### src/rtl/shift_arb_pkg.sv
// shift_arb_pkg: shared widths, shift direction/type encodings and output-stage states for shift_arbiter
package shift_arb_pkg;
  localparam int DATA_W = 8;
  localparam int SHAMT_W = 3;
  localparam logic DIR_LEFT = 1'b0;
  localparam logic DIR_RIGHT = 1'b1;
  localparam logic SH_LOGIC = 1'b0;
  localparam logic SH_ARITH = 1'b1;
  typedef enum logic {EMPTY, FULL} out_state_t;
endpackage

### src/rtl/shift_core.sv
// shift_core: combinational 8-bit shifter (din, shamt, lr 0=left/1=right, al 0=logical/1=arithmetic -> dout)
module shift_core
  import shift_arb_pkg::*;
(
  input  logic [DATA_W-1:0]  din,
  input  logic [SHAMT_W-1:0] shamt,
  input  logic               lr,
  input  logic               al,
  output logic [DATA_W-1:0]  dout
);
  logic fill;
  logic [2*DATA_W-1:0] ext;
  always_comb begin
    fill = (lr == DIR_RIGHT) && (al == SH_ARITH) && din[DATA_W-1];
    ext = {{DATA_W{fill}}, din} >> shamt;
    dout = (lr == DIR_RIGHT) ? ext[DATA_W-1:0] : din << shamt;
  end
endmodule

### src/rtl/shift_arbiter.sv
// shift_arbiter: round-robin share of one shift_core among NREQ valid/ready requesters into a 1-entry resp stage (clk, rst, req_valid/ready/din/shamt/lr/al, resp_valid/ready/id/dout; stat_grant_cnt when SHIFT_ARB_STATS_EN is defined)
module shift_arbiter
  import shift_arb_pkg::*;
#(
  parameter int NREQ = 4,
  parameter int ID_W = $clog2(NREQ)
) (
  input  logic                      clk,
  input  logic                      rst,
  input  logic [NREQ-1:0]           req_valid,
  output logic [NREQ-1:0]           req_ready,
  input  logic [NREQ*DATA_W-1:0]    req_din,
  input  logic [NREQ*SHAMT_W-1:0]   req_shamt,
  input  logic [NREQ-1:0]           req_lr,
  input  logic [NREQ-1:0]           req_al,
  output logic                      resp_valid,
  input  logic                      resp_ready,
  output logic [ID_W-1:0]           resp_id,
  output logic [DATA_W-1:0]         resp_dout
`ifdef SHIFT_ARB_STATS_EN
  ,
  output logic [NREQ*16-1:0]        stat_grant_cnt
`endif
);
  out_state_t st;
  logic [ID_W-1:0] rr_ptr, win;
  logic found, can_accept, xfer;
  logic [DATA_W-1:0] sh;
  always_comb begin
    win = '0;
    found = 1'b0;
    for (int k = 0; k < NREQ; k++)
      if (!found && req_valid[(int'(rr_ptr) + k) % NREQ]) begin
        found = 1'b1;
        win = ID_W'((int'(rr_ptr) + k) % NREQ);
      end
  end
  assign resp_valid = st == FULL;
  assign can_accept = !resp_valid || resp_ready;
  assign req_ready = (found && can_accept && !rst) ? NREQ'(1) << win : '0;
  assign xfer = |req_ready;
  shift_core u_core (
    .din  (req_din[int'(win)*DATA_W +: DATA_W]),
    .shamt(req_shamt[int'(win)*SHAMT_W +: SHAMT_W]),
    .lr   (req_lr[win]),
    .al   (req_al[win]),
    .dout (sh)
  );
  always_ff @(posedge clk)
    if (rst) begin
      st <= EMPTY;
      resp_dout <= '0;
      resp_id <= '0;
      rr_ptr <= '0;
    end else if (xfer) begin
      st <= FULL;
      resp_dout <= sh;
      resp_id <= win;
      rr_ptr <= (win == ID_W'(NREQ - 1)) ? '0 : win + ID_W'(1);
    end else if (resp_ready) st <= EMPTY;
`ifdef SHIFT_ARB_STATS_EN
  always_ff @(posedge clk)
    for (int i = 0; i < NREQ; i++)
      if (rst) stat_grant_cnt[i*16 +: 16] <= '0;
      else if (req_ready[i] && stat_grant_cnt[i*16 +: 16] != 16'hFFFF)
        stat_grant_cnt[i*16 +: 16] <= stat_grant_cnt[i*16 +: 16] + 16'd1;
`endif
endmodule

### config.mk
export PLATFORM = sky130hd
export DESIGN_NAME = shift_arbiter
export DESIGN_NICKNAME = d
export VERILOG_FILES = /design/src/rtl/shift_arb_pkg.sv /design/src/rtl/shift_core.sv /design/src/rtl/shift_arbiter.sv
export SDC_FILE = /design/constraint.sdc
export NUM_CORES = 1
export LEC_CHECK = 0
export CORE_MARGIN = 1
export CORE_UTILIZATION = 46
export DETAILED_ROUTE_END_ITERATION = 12
export PLACE_DENSITY = 0.82
export RECOVER_POWER = 50
export SLEW_MARGIN = 20
export SYNTH_ARGS = -nofsm -noshare
export SYNTH_HDL_FRONTEND = slang
export SYNTH_SLANG_ARGS = --single-unit
export TNS_END_PERCENT = 10
### constraint.sdc
create_clock -name clk -period 5 [get_ports clk]
set_input_delay 1.5 -clock clk [delete_from_list [all_inputs] [get_ports clk]]
set_output_delay 1.5 -clock clk [all_outputs]
set_load 0.02 [all_outputs]
## Yosys cells after proc, flatten, opt, wreduce, memory -nomap -nowiden

Index checks and enable logic that the tools add are counted.

| word-level totals | value |
|---|---|
| register bits after elaboration | 13 |
| logic and storage cells | 69 |

| cells by class | value |
|---|---|
| $add $sub $neg | 4 |
| multiply operators | 1 |
| magnitude comparators | 5 |
| equality and inequality tests | 1 |
| shifts and indexed selects | 5 |
| muxes and demuxes | 28 |
| bitwise logic cells | 3 |
| reductions and logical operators | 18 |

Operator list:

| operator | number |
|---|---|
| 32-bit by 6-bit indexed part select with 8-bit output | 1 |
| 16-bit by 3-bit right shift with 8-bit output | 1 |
| 1-bit two-way mux | 15 |
| 1-bit binary-select mux with 2-bit select | 6 |
| 3-bit by 4-bit less-than comparator with 1-bit output, second input constant | 3 |
| 12-bit by 5-bit indexed part select with 3-bit output | 1 |
| 2-bit two-way mux | 5 |
| 8-bit two-way mux | 1 |
| 8-bit by 3-bit << shifter with 8-bit output | 1 |
| 1-bit logical AND | 7 |
| 2-bit by 3-bit less-than comparator with 1-bit output, second input constant | 2 |
| 2-bit OR reduction | 3 |
| 1-bit logical NOT | 5 |
| 2-bit by 1-bit adder with 2-bit output, second input constant | 2 |
| 2-bit adder, second input constant | 2 |
| 2-bit by 2-bit multiplier with 4-bit output, second input constant | 1 |
| 4-bit two-way mux | 1 |
| 4-bit OR reduction | 1 |
| 1-bit by 2-bit << shifter with 4-bit output, first input constant | 1 |
| 1-bit AND, first input constant | 3 |
| 2-bit == test, second input constant | 1 |
| 2-bit nonzero test | 1 |
| 1-bit logical OR | 1 |

## Logic depth before layout (Yosys ltp)

Gate-level depths: netlist (run 1).

| depth | value |
|---|---|
| depth in word-level cells | 20 |
| mapped depth | 12 |
| depth with buffers taken out | 10 |

## Cells and area by module

A second synthesis (run 1) with hierarchy kept.

| second synthesis, totals | value |
|---|---|
| cells, all modules | 168 |
| area, all modules | 1,706.6 sq um |

Modules (own cells, without submodules):

| module | times used | cells an instance | area each (sq um) | sequential area each (sq um) |
|---|---|---|---|---|
| shift_arbiter | 1 | 107 | 1,116.1 | 260.2 |
| shift_core | 1 | 61 | 590.6 | 0.0 |

## Worst setup path after synthesis (run 1)

OpenSTA, ideal clock, no wires.

| timing | value |
|---|---|
| kind | input-to-output |
| start point | input port req_valid[2] |
| end point | output port req_ready[2] |
| data arrival time | 3,054 ps |
| data required time | 3,500 ps |
| path slack | 446 ps |
| stages | 8 |
| buffers on the path | 2 |
| cells stage by stage | nor2b_1 or4b_1 buf_6 buf_6 nand2_2 inv_1 ha_1 and2_1 |

| between the ends | value |
|---|---|
| elaborated cells between the ends (all ways) | 29 |

RTL lines:

| what | RTL line | RTL |
|---|---|---|
| start, declared | shift_arbiter.sv:10 | `input logic [NREQ-1:0] req_valid,` |
| 1-bit binary-select mux with 2-bit select | shift_arbiter.sv:33 | `if (!found && req_valid[(int'(rr_ptr) + k) % NREQ]) begin` |
| 1-bit two-way mux (not written as such) | shift_arbiter.sv:33 |  |
| 1-bit two-way mux | shift_arbiter.sv:33 |  |
| 1-bit logical NOT | shift_arbiter.sv:33 |  |
| 1-bit logical AND | shift_arbiter.sv:33 |  |
| 1-bit two-way mux | shift_arbiter.sv:33 |  |
| 1-bit logical NOT | shift_arbiter.sv:33 |  |
| 1-bit logical AND | shift_arbiter.sv:33 |  |
| 1-bit two-way mux | shift_arbiter.sv:33 |  |
| 1-bit logical NOT | shift_arbiter.sv:33 |  |
| 1-bit logical AND | shift_arbiter.sv:33 |  |
| 2-bit two-way mux (*) | shift_arbiter.sv:33 |  |
| net win[0] | shift_arbiter.sv:26 | `logic [ID_W-1:0] rr_ptr, win;` |
| 1-bit by 2-bit << shifter with 4-bit output (*) | shift_arbiter.sv:40 | `assign req_ready = (found && can_accept && !rst) ? NREQ'(1) << win : '0;` |
| 4-bit two-way mux (*) | shift_arbiter.sv:40 |  |
| end, declared | shift_arbiter.sv:11 | `output logic [NREQ-1:0] req_ready,` |

The timed path passes the listed nets; every way through them passes the cells marked *. The select of a mux whose other input is x is not followed.

## Final worst setup path (run 1)

Ends and elaborated chain as after synthesis.

==> results of run 1 <==
[worst max-delay path, stage by stage]
cell and delay, ps:
clkdlybuf4s50_1 430, nor2b_1 170, or4b_4 560, nand2_4 100, inv_1 60, ha_2 190
and2_1 140, clkdlybuf4s15_1 280
[flip-flops by register name, summed over array words and instances, names as in the netlist]
signal / count
resp_id: 2
rr_ptr: 2
resp_dout: 8
resp_valid: 1
[cell usage after synthesis, drive strengths merged (3+ instances only)]
cell type | number | area share (%)
nand2 | 33 | 6.3
nand3 | 22 | 5.5
mux2i | 19 | 9.5
buf | 18 | 6.8
a21oi | 14 | 3.5
nor2 | 14 | 2.6
nor4 | 14 | 4.4
dfxtp | 13 | 13
a21bo | 11 | 5.5
a221oi | 11 | 4.8
nor3b | 11 | 4.1
a32oi | 9 | 5.6
clkbuf | 8 | 1.5
nand2b | 6 | 2.2
a211oi | 5 | 1.9
and2 | 5 | 1.6
nor3 | 5 | 1.2
a32o | 4 | 2.0
and3 | 4 | 1.2
ha | 4 | 2.5
nor2b | 4 | 1.2
o21ai | 4 | 1.0
inv | 3 | 0.56
[placed cells by master (no fill, tap or decap), drive strengths merged, types with 9 or more instances in the layout]
cell | Yosys | routed
a21bo | 11 | 11
a21oi | 14 | 14
a221oi | 11 | 11
a32oi | 9 | 9
buf | 18 | 19
clkdlybuf4s50 | 0 | 58
dfxtp | 13 | 13
dlygate4sd3 | 0 | 11
mux2i | 19 | 19
nand2 | 33 | 33
nand3 | 22 | 22
nor2 | 14 | 14
nor3b | 11 | 11
nor4 | 14 | 14
[per-stage QoR]
stage	TNS, ps	area, um2	util [%]	instances	setup slack (ps)
3_5_place_dp	-914	2770	67.8	382	-260
3_3_place_gp	-744	2770	67.8	382	-210
6_report	0	2820	69.0	387	60.9
2_1_floorplan	0	2010	-	267	446
4_1_cts	-44.3	2810	68.8	386	-44.3
5_1_grt	-12.5	2820	69.0	387	-10.6
[where the power goes]
part / internal [mW] / switching (mW)
clock: 0.0560 / 0.0334
combinational: 0.283 / 0.366
sequential: 0.132 / 0.0225
total: 0.472 / 0.422
[logic make-up (layout without fill, tap and decap cells)]
logic type / after synthesis / count (layout) / synth area share (%)
AOI/OAI and AO/OA: 76 / 76 / 32.7
buffers and inverters: 30 / 100 / 9.04
muxes: 20 / 20 / 10.0
and+or+nand+nor: 124 / 124 / 32.7
DFF: 13 / 13 / 13.0
adders and majority gates: 4 / 4 / 2.49
[what timing repair did]
item	4_1_cts	5_1_grt
endpoints found under the hold margin	0	0
gates resized for setup	6	9
buffers inserted	0	1
endpoints found under the setup margin	4	4
pin swaps	0	1
[cell type report]
cell class | instances | area (um2) | area share, %
clock buffer | 4 | 45.0 | 1.60
timing repair buffer | 92 | 858 | 30.4
tap | 50 | 62.6 | 2.22
multi-input combinational | 224 | 1580 | 56.0
sequential | 13 | 260 | 9.22
inverter | 4 | 15.0 | 0.532
[worst paths after layout]
path                                              start                         to  slack (ps)  depth (start not counted)
worst max-delay path                       req_valid[2]               req_ready[2]          60                          8
worst min-delay path            resp_id[1]$_SDFFE_PP0P_    resp_id[1]$_SDFFE_PP0P_         460                          2
worst min register to register  resp_id[1]$_SDFFE_PP0P_    resp_id[1]$_SDFFE_PP0P_         460                          2
worst max register to register   rr_ptr[1]$_SDFFE_PP0P_  resp_dout[0]$_SDFFE_PP0P_        1500                          8
[metal layers]
layer / GRT usage (%) / up-vias / wire length [um]
li1: - / 1172 / -
met1: 38.5 / 1141 / 2920
met2: 48.4 / 128 / 3160
met3: 3.67 / 8 / 565
met4: 7.29 / 0 / 59
met5: 0 / - / 0
==> impl_results.md, run 1 <==
- Critical Path RT: 3500 ps
- Worst-path clk slew: 50 ps
- Min-delay worst type: reg -> reg
- Fin crit period: 4940 ps
- Avg Cell Area, Syn: 7.52 um2
- Power per cell area: 317 nW/um2
- Skew-Pair Late Insertion Delay: 240 ps
- Drt total wl: 6710 um
- Die Height: 68.1 um
- Post-synth EDFFs: 0
- Initial antenna violation count: 0
- Status: finished clean
- DRT iter0 DRCs: 260
- Final hold vios: 0
- Critical path arrival: 3440 ps
- CTS Root Cell: clkbuf_8
- Setup CP Type: in -> out
- Hold Buf Count CTS: 0
- Layout Nets: 401
- CTS tree: done
- Post-synth ARST share: 0%
- Ratio of cells with drive above 1 in the final layout: 13.1%
- GRT overflow: 0
- Clock tree buffer depth: 2
- DRT antenna net count: 0
- Port-buffer cells: 73
- Synth cell types: 53
- Static leakage: 1.10 nW
- GR Util All Layers: 28.9%
- Drt via density: 6.33
- Wire length of the first global-routing pass: 10300 um
- Core ar.: 4090 um2
- Hold slack: 465 ps
- Worst vdd ir: 0.253 mV
- Worst rel slew slack: 40.5%
- CTS buffer count: 3
- Layout fillers: 360
- Slew @ Worst Pin: 892 ps
- CP Capture Type: primary output
- CP max FO: 4
- Full die area: 4630 um2
- Rows: 23
- Vias: 2449
- Seq cells post-synth: 13
- Final GP Congestion: 0.907
- 1st-pass router iterations: 5
- Post-Synthesis Cells: 267
- Worst setup SP type: input pin
- Clk_skew: 5.18 ps
- Mapped Area: 2010 um2
- Post-route DRC: 0
- Tot Pwr: 893 uW
- Total of max-cap violations: 0
- Yosys Warn Count: 0
- Post-synth net total: 330
- Main synth FF type: dfxtp_1
- CTS sink cnt: 13
- Initial Utilization: 49.1%
- Largest net degree at the start of global routing: 36
- # setup viols final: 0
- Final Max Tran Viols: 0
- FMAX: 202 MHz
- Vias in the first global route: 2171
- CTS H-tree lvls: 1
- Antenna Cells: 0
- Dpl hpwl: 4890 um
- Wirelength per Cell: 17.3 um
- Period Utilization, post-route: 98.8%
- Area grow syn2layout: 40.6%
- Seq/Total Area, Yosys: 13.0%
- I/O pin cnt: 74
- Die Width: 68.1 um
Power figures use the tool's default switching activity.
==> inputs of run 2 (changes only) <==
==> constraint.sdc (replaced) <==
create_clock -name clk -period 5 [get_ports clk]
set_input_delay 0.75 -clock clk [delete_from_list [all_inputs] [get_ports clk]]
set_output_delay 0.75 -clock clk [all_outputs]
set_load 0.02 [all_outputs]
==> run 2 against run 1 <==
Net effect:
- register-to-register slack got worse by 200 ps
- cell area fell by 2.5%
- hold slack got worse by 8.5 ps
- critical path depth rose by 1
- first-iteration DRC count fell by 28%
- clock skew rose by 1.1 ps
- critical path type unchanged
- wire length fell by 5.0%
- flip-flop and latch count did not move
- core utilization fell by 1.7 points
- count of clock-buffer cells in the layout did not move
- sequential power barely moved
==> impl_results.md, run 2 (same netlist as run 1, synthesis figures left out) <==
- Cells on worst reg2reg path: 9 (+1)
- Total of max-cap violations: 0 (unchanged)
- Final worst setup slack: 499 ps (+438 ps)
- Port-buffer cells: 73 (unchanged)
- Largest register FFs: 8 (unchanged)
- CP Depth: 9 (+1)
- Final hold vios: 0 (unchanged)
- Reg2reg start: rr_ptr[1]$_SDFFE_PP0P_
- Final GP Congestion: 0.885 (-2.5%)
- Hold Buf Count CTS: 0 (unchanged)
- Initial Utilization: 49.1% (unchanged)
- Post-DP Area: 2710 um2 (-2.2%)
- Layout Nets: 392 (-2.2%)
- CP max FO: 13 (+9)
- Post-Layout Inst Area: 2750 um2 (-2.5%)
- CP Capture Type: primary output
- CP max stage delay: 560 ps (about the same)
- 1st-pass router iterations: 4 (-1)
- Full die area: 4630 um2 (unchanged)
- Setup Fix Bufs, Post-CTS: 0 (unchanged)
- Die Width: 68.1 um (unchanged)
- Final non-filler cell total: 378 (-2.3%)
- Largest regs: resp_dout: 8 flops, resp_id: 2 flops, rr_ptr: 2 flops
- Min-delay worst type: reg -> reg
- Worst-path clk slew: 60 ps (about the same)
- Period Utilization, post-route: 90.0% (-8.8 points)
- GRT overflow: 0 (unchanged)
- I/O pin cnt: 74 (unchanged)
- Vias in the first global route: 2192 (+0.97%)
- Skew-Pair Late Insertion Delay: 250 ps (about the same)
- Resized Gates After CTS: 0 (-6)
- Top delay family on crit path: buffers and inverters
- Drt total wl: 6380 um (-5.0%)
- FMAX: 222 MHz (+9.7%)
- Die Height: 68.1 um (unchanged)
- CP max stage cell: dlygate4sd3_1
- Post-route DRC: 0 (unchanged)
- CTS H-tree lvls: 1 (unchanged)
- Dpl hpwl: 4870 um (-0.40%)
- Buf/Inv on CP: 4 (+1)
- GR Util All Layers: 27.7% (-1.2 points)
- Initial antenna violation count: 0 (unchanged)
- DRT iter0 DRCs: 186 (-28%)
- Static leakage: 1.04 nW (-5.3%)
- CTS Root Cell: clkbuf_8
- Wire length of the first global-routing pass: 9780 um (-5.0%)
- Slew @ Worst Pin: 811 ps (-80.6 ps)
- Fin crit period: 4500 ps (-438 ps)
- Setup CP Type: in -> out
- Worst flop-to-flop path endpoint: resp_dout[7]$_SDFFE_PP0P_
- Core ar.: 4090 um2 (unchanged)
- Ratio of cells with drive above 1 in the final layout: 8.84% (-4.2 points)
- Worst vdd ir: 0.275 mV (+8.9%)
- Clock tree buffer depth: 2 (unchanged)
- Wirelength per Cell: 16.9 um (-2.7%)
- Setup TNS: 0 ps (unchanged)
- Worst setup SP type: input pin
- Drt via density: 6.33 (about the same)
- Rows: 23 (unchanged)
- Critical path arrival: 3750 ps (+310 ps)
- RSZ-0062 raised after global routing: no
- Vias: 2393 (-2.3%)
- Post-Place Setup Slack: 742 ps (+1000 ps)
- # setup viols final: 0 (unchanged)
- Setup crit start: req_valid[2]
- Worst rel slew slack: 45.8% (+5.3 points)
- DRT antenna net count: 0 (unchanged)
- Largest net degree at the start of global routing: 36 (unchanged)
- Final Max Tran Viols: 0 (unchanged)
- CTS tree: done
- Commonest non-fill, non-tap cell in the layout: clkdlybuf4s50_1
- Critical Path RT: 4250 ps (+750 ps)
- Top reg by flops: resp_dout
- Most frequent cells in the layout: clkdlybuf4s50_1, nand2_1, nand3_1
- CP cell instances: dlygate4sd3_1 -> nor2b_1 -> clkbuf_1 -> a211o_1 -> nand2_1 -> clkinv_1 -> ha_1 -> and2_1 -> clkdlybuf4s50_1
- Power per cell area: 318 nW/um2 (+0.49%)
- Inst Count DP: 374 (-2.1%)
- Crit path capture: req_ready[3]
- Area grow syn2layout: 37.0%
- CTS sink cnt: 13 (unchanged)
- Reg-to-reg slack, setup: 1300 ps (-200 ps)
- Clk_skew: 6.30 ps (+1.12 ps)
- Status: finished clean
- CTS buffer count: 3 (unchanged)
- Antenna Cells: 0 (unchanged)
-- run 2: changes by cell type in the layout (fill, tap and decap cells not counted), sizes merged --
cell	change
inv	-1
buf	-10
clkdlybuf4s15	-1
dlygate4sd2	-1
dlygate4sd3	+1
clkinv	+1
clkdlybuf4s50	+3
clkbuf	-1
-- run 2: how the worst min path moves through the flow --
stage	from	endpoint	slack [ps]	cells after the start
after global placement	resp_id[1]$_SDFFE_PP0P_	resp_id[1]$_SDFFE_PP0P_	450	2
after detailed placement	resp_id[1]$_SDFFE_PP0P_	resp_id[1]$_SDFFE_PP0P_	450	2
final	resp_id[1]$_SDFFE_PP0P_	resp_id[1]$_SDFFE_PP0P_	460	2
after floorplan	rr_ptr[0]$_SDFFE_PP0P_	rr_ptr[0]$_SDFFE_PP0P_	480	2
after global routing	resp_id[1]$_SDFFE_PP0P_	resp_id[1]$_SDFFE_PP0P_	520	2
after CTS	resp_id[1]$_SDFFE_PP0P_	resp_id[1]$_SDFFE_PP0P_	460	2
-- run 2: layer usage --
metal / vias up / wire length [um] / track usage [%]
met3: 12 / 439 / 2.50
met2: 104 / 3030 / 49.1
met5: - / 0 / 0
met4: 0 / 112 / 11.5
li1: 1159 / - / -
met1: 1118 / 2790 / 33.6
-- run 2: layout make-up --
type                            instances  area (um2)
Sequential cell                        13         260
Clock buffer                            4        45.0
Tap cell                               50        62.6
Fill cell                             353        1340
Timing Repair Buffer                   83         802
Multi-Input combinational cell        224        1570
Inverter                                4        15.0
-- run 2: stage by stage --
step | total power, mW | hold slack, ps | util [%]
floorplan | 0.595 | 481 | -
global placement | 0.773 | 451 | 66.3
detailed placement | 0.781 | 448 | 66.3
CTS | 0.879 | 460 | 67.4
global route | 0.935 | 524 | 67.3
finish | 0.875 | 456 | 67.3
-- run 2: worst min-delay path, stage by stage (launching register included) --
cell	delay (ps)
dfxtp_1	310
nand2_1	50
a21oi_1	50
-- run 2: power by group --
part	switching [mW]	internal (mW)
Sequential	0.0203	0.132
Clock	0.0385	0.0563
Combinational	0.355	0.273
==> inputs of run 3 (changes only) <==
--- a/config.mk
+++ b/config.mk
@@ -6,9 +6,8 @@
 export NUM_CORES = 1
 export LEC_CHECK = 0
 export CORE_MARGIN = 1
-export CORE_UTILIZATION = 46
+export CORE_UTILIZATION = 30
 export DETAILED_ROUTE_END_ITERATION = 12
-export PLACE_DENSITY = 0.82
 export RECOVER_POWER = 50
 export SLEW_MARGIN = 20
 export SYNTH_ARGS = -nofsm -noshare
==> run 3 against run 2 <==
Net effect:
- cell area up 0.96%
- global-route usage down 9.1 points
- critical path depth unchanged
- count of clock-buffer cells in the layout unchanged
- highest routed layer unchanged
- register-to-register slack better by 70 ps
==> impl_results.md, run 3 (same netlist as run 1, synthesis figures left out) <==
- Die Width: 83.8 um (+23%)
- Post-Place Setup Slack: 884 ps (+142 ps)
- Post-DP Area: 2740 um2 (+1.2%)
- Initial Utilization: 31.4% (-18 points)
- Worst rel slew slack: 42.0% (-3.8 points)
- FMAX: 229 MHz (+3.1%)
- Drt via density: 5.68 (-10%)
- Total of max-cap violations: 0 (unchanged)
- Fin crit period: 4360 ps (-137 ps)
- Top sig layer: met4
- Met3 WL post-DR: 405 um (-7.7%)
- Clock tree buffer depth: 2 (unchanged)
- Pint: 458 uW (-0.68%)
- Setup TNS: 0 ps (unchanged)
- Static leakage: 1.04 nW (-0.47%)
- CTS tree: done
- Resized Gates After CTS: 0 (unchanged)
- I/O pin cnt: 74 (unchanged)
- Port-buffer cells: 73 (unchanged)
- # setup viols final: 0 (unchanged)
- Vias: 2296 (-4.1%)
- Min-delay worst type: reg -> reg
- Dpl hpwl: 4960 um (+1.7%)
- Area grow syn2layout: 38.3%
- Antenna Cells: 0 (unchanged)
- Vias in the first global route: 2144 (-2.2%)
- Worst setup SP type: input pin
- Slew @ Worst Pin: 869 ps (+57.3 ps)
- RSZ-0062 raised after global routing: no
- CTS Root Cell: clkbuf_8
- Final worst setup slack: 636 ps (+137 ps)
- Ratio of cells with drive above 1 in the final layout: 8.56% (-0.28 points)
- Largest regs: resp_dout: 8 flops, resp_id: 2 flops, rr_ptr: 2 flops
- Largest register FFs: 8 (unchanged)
- CP Capture Type: primary output
- Setup CP Type: in -> out
- Post-route DRC: 0 (unchanged)
- Switching power: 413 uW (-0.23%)
- Inst Count DP: 400 (+7.0%)
- Clock share of power: 10.7% (about the same)
- Power per cell area: 314 nW/um2 (-1.4%)
- Met2 WL: 2930 um (-3.3%)
- GRT overflow: 0 (unchanged)
- Most frequent cells in the layout: clkdlybuf4s50_1, nand2_1, nand3_1
- Final Max Tran Viols: 0 (unchanged)
- Drt total wl: 6570 um (+3.1%)
- Final non-filler cell total: 404 (+6.9%)
- Worst-path clk slew: 50 ps (about the same)
- Largest net degree at the start of global routing: 36 (unchanged)
- DRT iter0 DRCs: 105 (-44%)
- Commonest non-fill, non-tap cell in the layout: clkdlybuf4s50_1
- Final hold vios: 0 (unchanged)
- Worst vdd ir: 0.224 mV (-19%)
- Hold slack: 456 ps (-0.0500 ps)
- Post-Layout Inst Area: 2780 um2 (+0.96%)
- Wirelength per Cell: 16.3 um (-3.5%)
- GR Util All Layers: 18.6% (-9.1 points)
- Die Height: 83.8 um (+23%)
- Rows: 29 (+26%)
- Full die area: 7020 um2 (+52%)
- Core ar.: 6390 um2 (+56%)
- Top reg by flops: resp_dout
- Tot Pwr: 871 uW (-0.47%)
- 1st-pass router iterations: 5 (+1)
- Wire length of the first global-routing pass: 10800 um (+10%)
- Logic pwr share: 71.7% (about the same)
- Critical path arrival: 3610 ps (-140 ps)
- Skew-Pair Late Insertion Delay: 240 ps (about the same)
- Hold Buf Count CTS: 0 (unchanged)
- Period Utilization, post-route: 87.3% (-2.7 points)
- CTS sink cnt: 13 (unchanged)
- Sw Share: 47.4% (+0.11 points)
- DRT antenna net count: 0 (unchanged)
- Sequential Power Share: 17.7% (+0.3 points)
- CTS buffer count: 3 (unchanged)
- Status: finished clean
- Clk_skew: 4.75 ps (-1.55 ps)
- Final Util: 43.5% (-24 points)
- Setup Fix Bufs, Post-CTS: 0 (unchanged)
- Layout Nets: 391 (-0.26%)
- CTS H-tree lvls: 1 (unchanged)
- Routed length on met1: 3220 um (+15%)
- Initial antenna violation count: 0 (unchanged)
- Final GP Congestion: 0.910 (+2.8%)
- Critical Path RT: 4250 ps (about the same)
- CP max FO: 13 (unchanged)
-- run 3: changes by cell type in the layout (fill, tap and decap cells not counted), sizes merged --
cell	change
buf	-1
-- run 3: cell type report --
class | instances | area, um2
timing repair buffer | 82 | 795
tap | 77 | 96.3
inverter | 4 | 15.0
fill | 664 | 3610
multi-input combinational | 224 | 1570
sequential | 13 | 260
clock buffer | 4 | 45.0
-- run 3: per-layer routing --
| metal | GRT usage, % | vias up |
|---|---|---|
| met2 | 29.0 | 85 |
| li1 | - | 1153 |
| met5 | 0 | - |
| met4 | 4.31 | 0 |
| met1 | 27.1 | 1056 |
| met3 | 2.08 | 2 |
-- run 3: final timing paths --
kind / start / to / slack [ps] / depth (start not counted)
max: req_valid[2] / req_ready[3] / 640 / 9
min: resp_id[1]$_SDFFE_PP0P_ / resp_id[1]$_SDFFE_PP0P_ / 460 / 2
max reg2reg: rr_ptr[1]$_SDFFE_PP0P_ / resp_dout[3]$_SDFFE_PP0P_ / 1370 / 10
min reg2reg: resp_id[1]$_SDFFE_PP0P_ / resp_id[1]$_SDFFE_PP0P_ / 460 / 2
-- run 3: power by group through the flow --
| stage | combinational [mW] | clock (mW) | sequential, mW |
|---|---|---|---|
| global placement | 0.624 | 0 | 0.157 |
| finish | 0.624 | 0.0929 | 0.154 |
| global route | 0.680 | 0.102 | 0.159 |
| CTS | 0.631 | 0.0952 | 0.155 |
| detailed placement | 0.626 | 0 | 0.157 |
| floorplan | 0.417 | 0 | 0.178 |
-- run 3: worst max-delay path: stages --
cell and delay, ps:
dlygate4sd3_1 570, nor2b_1 150, clkbuf_1 420, a211o_1 400
nand2_1 190, clkinv_1 180, ha_1 210, and2_1 130
clkdlybuf4s50_1 610
